===== src/rtl/aes_seq_pkg.sv =====
// Shared types and round-count constants for the AES round sequencer.
package aes_seq_pkg;

  typedef enum logic [1:0] {
    IDLE  = 2'd0,
    INIT  = 2'd1,
    ROUND = 2'd2,
    DONE  = 2'd3
  } state_t;

  typedef enum logic [1:0] {
    KEY_128  = 2'd0,
    KEY_192  = 2'd1,
    KEY_256  = 2'd2,
    KEY_RSVD = 2'd3
  } key_size_t;

  localparam int NR_128 = 10;
  localparam int NR_192 = 12;
  localparam int NR_256 = 14;

  // Wait counter only ever needs to reach 7.
  localparam int CW = 3;

  function automatic int nr_of(input key_size_t ks);
    case (ks)
      KEY_192: return NR_192;
      KEY_256: return NR_256;
      default: return NR_128;
    endcase
  endfunction

endpackage


===== src/rtl/aes_round_sequencer_nextstate.sv =====
// Combinational next-state, wait-counter and round-index logic for the sequencer.
module aes_round_sequencer_nextstate
  import aes_seq_pkg::*;
#(
  parameter int WAIT_CYCLES = 2,
  parameter int RW          = 4
) (
  input  state_t          state,
  input  logic [CW-1:0]   counter,
  input  logic [RW-1:0]   round,
  input  logic [RW-1:0]   nr,
  input  logic            load,
  input  logic            abort,
  output state_t          nextstate,
  output logic [CW-1:0]   nextcounter,
  output logic [RW-1:0]   nextround
);

  localparam logic [CW-1:0] WAIT_LAST = CW'(WAIT_CYCLES);

  always_comb begin
    nextstate   = state;
    nextcounter = counter;
    nextround   = round;
    if (abort) begin
      nextstate   = IDLE;
      nextcounter = '0;
      nextround   = '0;
    end else begin
      case (state)
        IDLE: begin
          if (load) begin
            nextstate   = INIT;
            nextcounter = '0;
            nextround   = '0;
          end
        end
        INIT: begin
          nextstate   = ROUND;
          nextcounter = '0;
          nextround   = RW'(1);
        end
        ROUND: begin
          // >= keeps the counter bounded even if it were ever corrupted.
          if (counter >= WAIT_LAST) begin
            nextcounter = '0;
            if (round < nr) begin
              nextround = round + 1'b1;
            end else begin
              nextstate = DONE;
            end
          end else begin
            nextcounter = counter + 1'b1;
          end
        end
        DONE: begin
          if (load) begin
            nextstate   = INIT;
            nextcounter = '0;
            nextround   = '0;
          end
        end
        default: begin
          nextstate   = IDLE;
          nextcounter = '0;
          nextround   = '0;
        end
      endcase
    end
  end

endmodule


===== src/rtl/aes_round_sequencer.sv =====
// AES-128/192/256 round controller: sequences round index and enable strobes
// with a configurable per-round wait; outputs are registered from next-state values.
module aes_round_sequencer
  import aes_seq_pkg::*;
#(
  parameter int WAIT_CYCLES = 2,
  parameter int RW          = 4
) (
  input  logic          clk,
  input  logic          reset_n,
  input  logic          load,
  input  logic [1:0]    key_size,
  input  logic          abort,
  output logic [RW-1:0] round,
  output logic          round_en,
  output logic          first_round,
  output logic          mix_en,
  output logic          busy,
  output logic          done
);

  localparam logic [CW-1:0] WAIT_LAST = CW'(WAIT_CYCLES);

  state_t        state_reg, state_next;
  logic [CW-1:0] counter_reg, counter_next;
  logic [RW-1:0] round_reg, round_next;
  logic [RW-1:0] nr_reg, nr_next;
  logic          load_accept;
  logic          round_en_reg, first_round_reg, mix_en_reg, busy_reg, done_reg;

  aes_round_sequencer_nextstate #(
    .WAIT_CYCLES(WAIT_CYCLES),
    .RW         (RW)
  ) u_nextstate (
    .state      (state_reg),
    .counter    (counter_reg),
    .round      (round_reg),
    .nr         (nr_reg),
    .load       (load),
    .abort      (abort),
    .nextstate  (state_next),
    .nextcounter(counter_next),
    .nextround  (round_next)
  );

  // Nr only changes when a load is actually accepted, never mid-operation.
  assign load_accept = load && !abort && (state_reg == IDLE || state_reg == DONE);
  assign nr_next     = load_accept ? RW'(nr_of(key_size_t'(key_size))) : nr_reg;

  always_ff @(posedge clk or negedge reset_n) begin
    if (!reset_n) begin
      state_reg       <= IDLE;
      counter_reg     <= '0;
      round_reg       <= '0;
      nr_reg          <= RW'(NR_128);
      round_en_reg    <= 1'b0;
      first_round_reg <= 1'b0;
      mix_en_reg      <= 1'b0;
      busy_reg        <= 1'b0;
      done_reg        <= 1'b0;
    end else begin
      state_reg       <= state_next;
      counter_reg     <= counter_next;
      round_reg       <= round_next;
      nr_reg          <= nr_next;
      round_en_reg    <= (state_next == INIT) ||
                         (state_next == ROUND && counter_next == WAIT_LAST);
      first_round_reg <= (state_next == INIT);
      mix_en_reg      <= (state_next == ROUND) && (round_next < nr_next);
      busy_reg        <= (state_next == INIT) || (state_next == ROUND);
      done_reg        <= (state_next == DONE);
    end
  end

  assign round       = round_reg;
  assign round_en    = round_en_reg;
  assign first_round = first_round_reg;
  assign mix_en      = mix_en_reg;
  assign busy        = busy_reg;
  assign done        = done_reg;

endmodule


===== config.mk =====
export PLATFORM = sky130hd
export DESIGN_NAME = aes_round_sequencer
export DESIGN_NICKNAME = d
export VERILOG_FILES = /design/src/rtl/aes_seq_pkg.sv /design/src/rtl/aes_round_sequencer_nextstate.sv /design/src/rtl/aes_round_sequencer.sv
export SDC_FILE = /design/constraint.sdc
export NUM_CORES = 1
export LEC_CHECK = 0
export ABC_AREA = 1
export CORE_UTILIZATION = 40
export CTS_CLUSTER_DIAMETER = 30
export CTS_CLUSTER_SIZE = 16
export DETAILED_ROUTE_END_ITERATION = 10
export PLACE_DENSITY_LB_ADDON = 0.1
export SLEW_MARGIN = 10
export SYNTH_ARGS = -nofsm -noshare
export SYNTH_HDL_FRONTEND = slang
export SYNTH_SLANG_ARGS = --single-unit

===== constraint.sdc =====
create_clock -name clk -period 2.56 [get_ports clk]
set_input_delay 0.384 -clock clk [delete_from_list [all_inputs] [get_ports clk]]
set_output_delay 0.384 -clock clk [all_outputs]
set_load 0.01 [all_outputs]

### Word-level counts from Yosys, hierarchy flattened

Cells that the tools add are included.

| word-level totals | value |
|---|---|
| register bits after elaboration | 18 |
| bits of input ports | 6 |
| logic and storage cells | 49 |

| cells by class | value |
|---|---|
| $add $sub $neg | 2 |
| $lt $le $gt $ge | 3 |
| equality and inequality tests | 9 |
| multiplexer cells | 16 |
| reductions and logical operators | 10 |

Operators with widths:

| cell | number |
|---|---|
| 4-bit 2-to-1 mux | 5 |
| 4-bit case mux with 3 select lines | 1 |
| 2-bit == test (second input constant) | 5 |
| 3-bit 2-to-1 mux | 3 |
| 3-bit case mux with 3 select lines | 1 |
| 4-bit < comparator | 2 |
| 2-bit 2-to-1 mux | 4 |
| 2-bit by 1-bit == test with 1-bit output (second input constant) | 3 |
| 2-bit case mux with 3 select lines | 1 |
| 3-bit case mux with 2 select lines | 1 |
| 4-bit by 1-bit adder with 4-bit output (second input constant) | 1 |
| 1-bit logical AND | 4 |
| 3-bit by 1-bit adder with 3-bit output (second input constant) | 1 |
| 3-bit by 2-bit == test with 1-bit output (second input constant) | 1 |
| 3-bit by 2-bit >= comparator with 1-bit output (second input constant) | 1 |
| 1-bit logical OR | 3 |
| 2-bit zero test | 1 |
| 2-bit OR reduction | 1 |
| 1-bit zero test | 1 |

### Depth between registers and ports, before layout

| depth | value |
|---|---|
| depth in word-level cells | 8 |
| depth in mapped cells | 16 |
| depth with buffers taken out | 16 |

### Hierarchy

A second synthesis with hierarchy kept.

| second synthesis, totals | value |
|---|---|
| cells, all modules | 139 |
| area total of the unflattened synthesis | 1167.4 um^2 |

By module, submodules not included:

| module | times used | cells each | area an instance (um^2) |
|---|---|---|---|
| aes_round_sequencer | 1 | 61 | 721.9 |
| aes_round_sequencer_nextstate | 1 | 78 | 445.4 |

### Worst setup path before layout

No wires, ideal clock.

| path | value |
|---|---|
| path kind | reg2reg |
| start | reg nr_reg[3] |
| end | reg mix_en_reg (netlist: mix_en) |
| data arrival time | 2065 ps |
| data required time | 2487 ps |
| path slack | 422 ps |
| cell stages (with the launch flop) | 17 |
| path buffers | 0 |
| period minus slack after synthesis | 2138 ps |
| cell sequence | dfstp_2 > inv_1 > ha_1 > nand2_1 > inv_2 > nand2_1 > nand3_2 > inv_2 > nand4_1 > inv_1 > nand2_1 > nand2_1 > a21oi_1 > ha_1 > nand2_1 > nand3b_1 > a21oi_2 |

| between the ends | value |
|---|---|
| cells in the longest elaborated chain, start to end | 7 |

RTL lines:

| item | RTL line | RTL |
|---|---|---|
| start, declared | aes_round_sequencer.sv:27 | `logic [RW-1:0] nr_reg, nr_next;` |
| start signal, assigned | aes_round_sequencer.sv:55 | `nr_reg <= RW'(NR_128);` |
| start signal, assigned | aes_round_sequencer.sv:65 | `nr_reg <= nr_next;` |
| 4-bit < comparator | aes_round_sequencer_nextstate.sv:47 | `if (round < nr) begin` |
| 4-bit 2-to-1 mux | aes_round_sequencer_nextstate.sv:47 |  |
| 4-bit 2-to-1 mux | aes_round_sequencer_nextstate.sv:45 | `if (counter >= WAIT_LAST) begin` |
| 4-bit case mux with 3 select lines | aes_round_sequencer_nextstate.sv:30 | `case (state)` |
| 4-bit 2-to-1 mux | aes_round_sequencer_nextstate.sv:25 | `if (abort) begin` |
| named net round_next[3] | aes_round_sequencer.sv:26 | `logic [RW-1:0] round_reg, round_next;` |
| 4-bit < comparator | aes_round_sequencer.sv:69 | `mix_en_reg <= (state_next == ROUND) && (round_next < nr_next);` |
| 1-bit logical AND | aes_round_sequencer.sv:69 |  |
| end signal, assigned | aes_round_sequencer.sv:69 |  |
| end, declared | aes_round_sequencer.sv:29 | `logic round_en_reg, first_round_reg, mix_en_reg, busy_reg, done_reg;` |

The timed path passes the listed nets, and every way through them passes these cells.

### Worst setup path in the final report

Same ends and word-level chain as after synthesis.

==> out/metrics.csv <==
stage,metric,value,unit
run_status,outcome,"complete, no violations",
clock_tree,cts_tree,done,
power,leakage,0.723,nW
synthesis,synth_area,1120,um^2
global_routing,antenna_found_initial,0,
setup_path,worst-path-stages,15,
timing,fin_crit,2.35,ns
synthesis,synth_cells,130,
placement,dp_hpwl,1690,um
synthesis,seq_area_frac_synth,0.403,
cells_and_area,area_growth_syn_to_layout,19.0,%
timing,fin_setup_tns,0,ns
synthesis,yosysWarningCount,0,
setup_path,cp_num_buf_inv,4,
timing,final_max_slew_viol_count,0,
clock_tree,clk_latency,0.30,ns
die,start_util,0.438,
die,ios,15,
synthesis,yosysMostFrequentCell,inv_1,
synthesis,synth_commonest_cells,"inv_1 (26), nand2_1 (24), dfrtp_1 (16)",
timing,rsz0062_at_grt,false,
flow_run,cap_violations,0,
global_routing,grt_start_max_net_pins,19,
global_routing,grt_pass1_vias,790,
routing,drtPass1Iterations,4,
synthesis,synth_cell_types,26,
setup_path,crit_chain,"inv_1, ha_1, nand2_1, inv_2, nand2_1, nand3_2, inv_2, nand4_1, inv_1, o21ai_1, a21oi_1, ha_1, nand2_1, nand3b_1, a21oi_2",
routing,via_per_inst,4.92,
setup_path,worstSetupStartpointType,flip-flop,
timing,layout_setup_ws,0.213,ns
cells_and_area,fin_nets,170,
timing,final-setup-viol-count,0,
routing,vias,876,
placement,port_buffers,14,
synthesis,yosysTopAreaCell,dfrtp_1,
timing,slew_headroom,0.479,
global_routing,grt_usage,0.178,
synthesis,synth_edf_count,0,
clock_tree,cts_made_buffers,3,
clock_tree,cts-resized-gates,0,
die,die_w,55,um
cells_and_area,final_cells,178,
die,die-area,3030,um^2
cells_and_area,multiInputGateArea,539,um^2
power,powerDensity,791,nW/um^2
setup_path,reg2regPathDepth,15,
die,core,2570,um^2
cells_and_area,fillers,257,
synthesis,synthDominantCellAreaShare,0.356,
setup_path,cp.arrival,2.58,ns
synthesis,syn_avg_cell_area,8.64,um^2
setup_path,max_stage_delay,0.54,ns
power,vdd_drop_max,0.567,mV
timing,fin_crit_sh,0.917,
setup_path,path_common_cell,nand2_1,
clock_tree,ctsHtreeMaxLevel,1,
timing,fin_skew,0.00936,ns
cells_and_area,ff_latch_area,453,um^2
routing,post-route-drc-count,0,
clock_tree,cts_root_buf,clkbuf_4,
power,report.power.total,1.06,mW
timing,worstMarginPinSlew,0.779,ns
synthesis,async_flop_share,1.00,
clock_tree,cts_buffer_depth,2,
routing,drt_wl_total,2120,um
cells_and_area,antennaDiodeCount,0,
clock_tree,cts.sinks,18,
setup_path,crit_required,2.79,ns
placement,pre_cts_slack,0.192,ns
setup_path,endpoint_kind,flip-flop,
setup_path,path_class,flip-flop to flip-flop,
routing,avgRoutedWirePerCell,11.9,um
global_routing,globalRoute.totalOverflow,0,
synthesis,ys_ff_latch,18,
routing,ant_nets,0,
synthesis,syn-num-nets,151,
min_path,hp-class,primary input to async pin,
synthesis,synth_area_leaders,"dfrtp_1 (36%), ha_1 (17%), inv_1 (8.7%), nand2_1 (8.0%), dfstp_2 (4.7%)",
die,rows,18,
synthesis,synth_flop_cell,dfrtp_1,
routing,drt-initial-drc-count,7,
cells_and_area,postLayoutCellArea,1340,um^2
global_routing,grt_pass1_wl,3610,um
clock_tree,cts_hold_buffers,0,
cells_and_area,drive_above_1_share,0.149,
placement,dpl-instance-area,1290,um^2
die,die_h,55,um
placement,placed_cells,173,
clock_tree,clkTransAtPathRegs,0.10,ns
setup_path,crit_fanout,4,
setup_path,critPathSlowestCell,dfstp_2,
setup_path,cp_top_family,adder cells,
placement,gp_congestion,0.814,
timing,fmax,426,MHz
timing,finalHoldViolations,0,
## layout by cell type, fill, tap and decap left out, drive strengths merged, types with 4 or more instances in the layout
master / n
nor2: 9
o21ai: 6
nand3: 6
a21oi: 6
clkdlybuf4s50: 14
ha: 15
nand2: 25
clkbuf: 4
dfrtp: 16
inv: 33
## layout make-up
class                   count  share of cell area
clock buffers               4              0.0271
inverters                  33              0.0926
multi-input cells          78               0.403
flip-flops and latches     18               0.339
well taps                  30              0.0281
repair buffers             15               0.110
## final timing paths
check / start / end / slack [ns]
worst max register to register: nr_reg[3] / mix_en / 0.21
max in group asynchronous: reset_n / nr_reg[2] / 1.54
worst max-delay path: nr_reg[3] / mix_en / 0.21
worst min register to register: nr_reg[3] / nr_reg[3] / 0.58
min in group clk: nr_reg[3] / nr_reg[3] / 0.58
worst min-delay path: reset_n / round_en / 0.52
## per-layer routing
layer / global-route usage / vias to the layer above / wire length [um]
met1: 0.239 / 405 / 1060
met2: 0.261 / 22 / 916
met3: 0.0574 / 6 / 102
met5: 0 / - / 0
li1: - / 443 / -
met4: 0.0750 / 0 / 42
## metrics by stage
step                      utilization  hold slack (ns)
after floorplan                     -           0.0884
after global placement          0.504            0.555
after detailed placement        0.504            0.572
after CTS                       0.518            0.559
after global routing            0.521            0.587
final                           0.521            0.524
## report_power, final
group / total (mW) / internal, mW / switching [mW] / leakage (nW)
Combinational: 0.483 / 0.198 / 0.284 / 0.466
Clock: 0.176 / 0.0869 / 0.0895 / 0.0210
Sequential: 0.399 / 0.361 / 0.0384 / 0.236
Total: 1.06 / 0.646 / 0.412 / 0.723
## logic make-up after synthesis
kind of cell / count (synthesis) / synth area share
flops: 18 / 0.403
simple gates: 45 / 0.207
fa+ha+maj: 15 / 0.167
compound gates: 18 / 0.106
buf+inv: 34 / 0.117
## timing repair
action,4_1_cts,5_1_grt
setup endpoints to repair,0,1
setup buffers,0,1
hold endpoints to repair,0,0
Power figures use the tool's default switching activity.
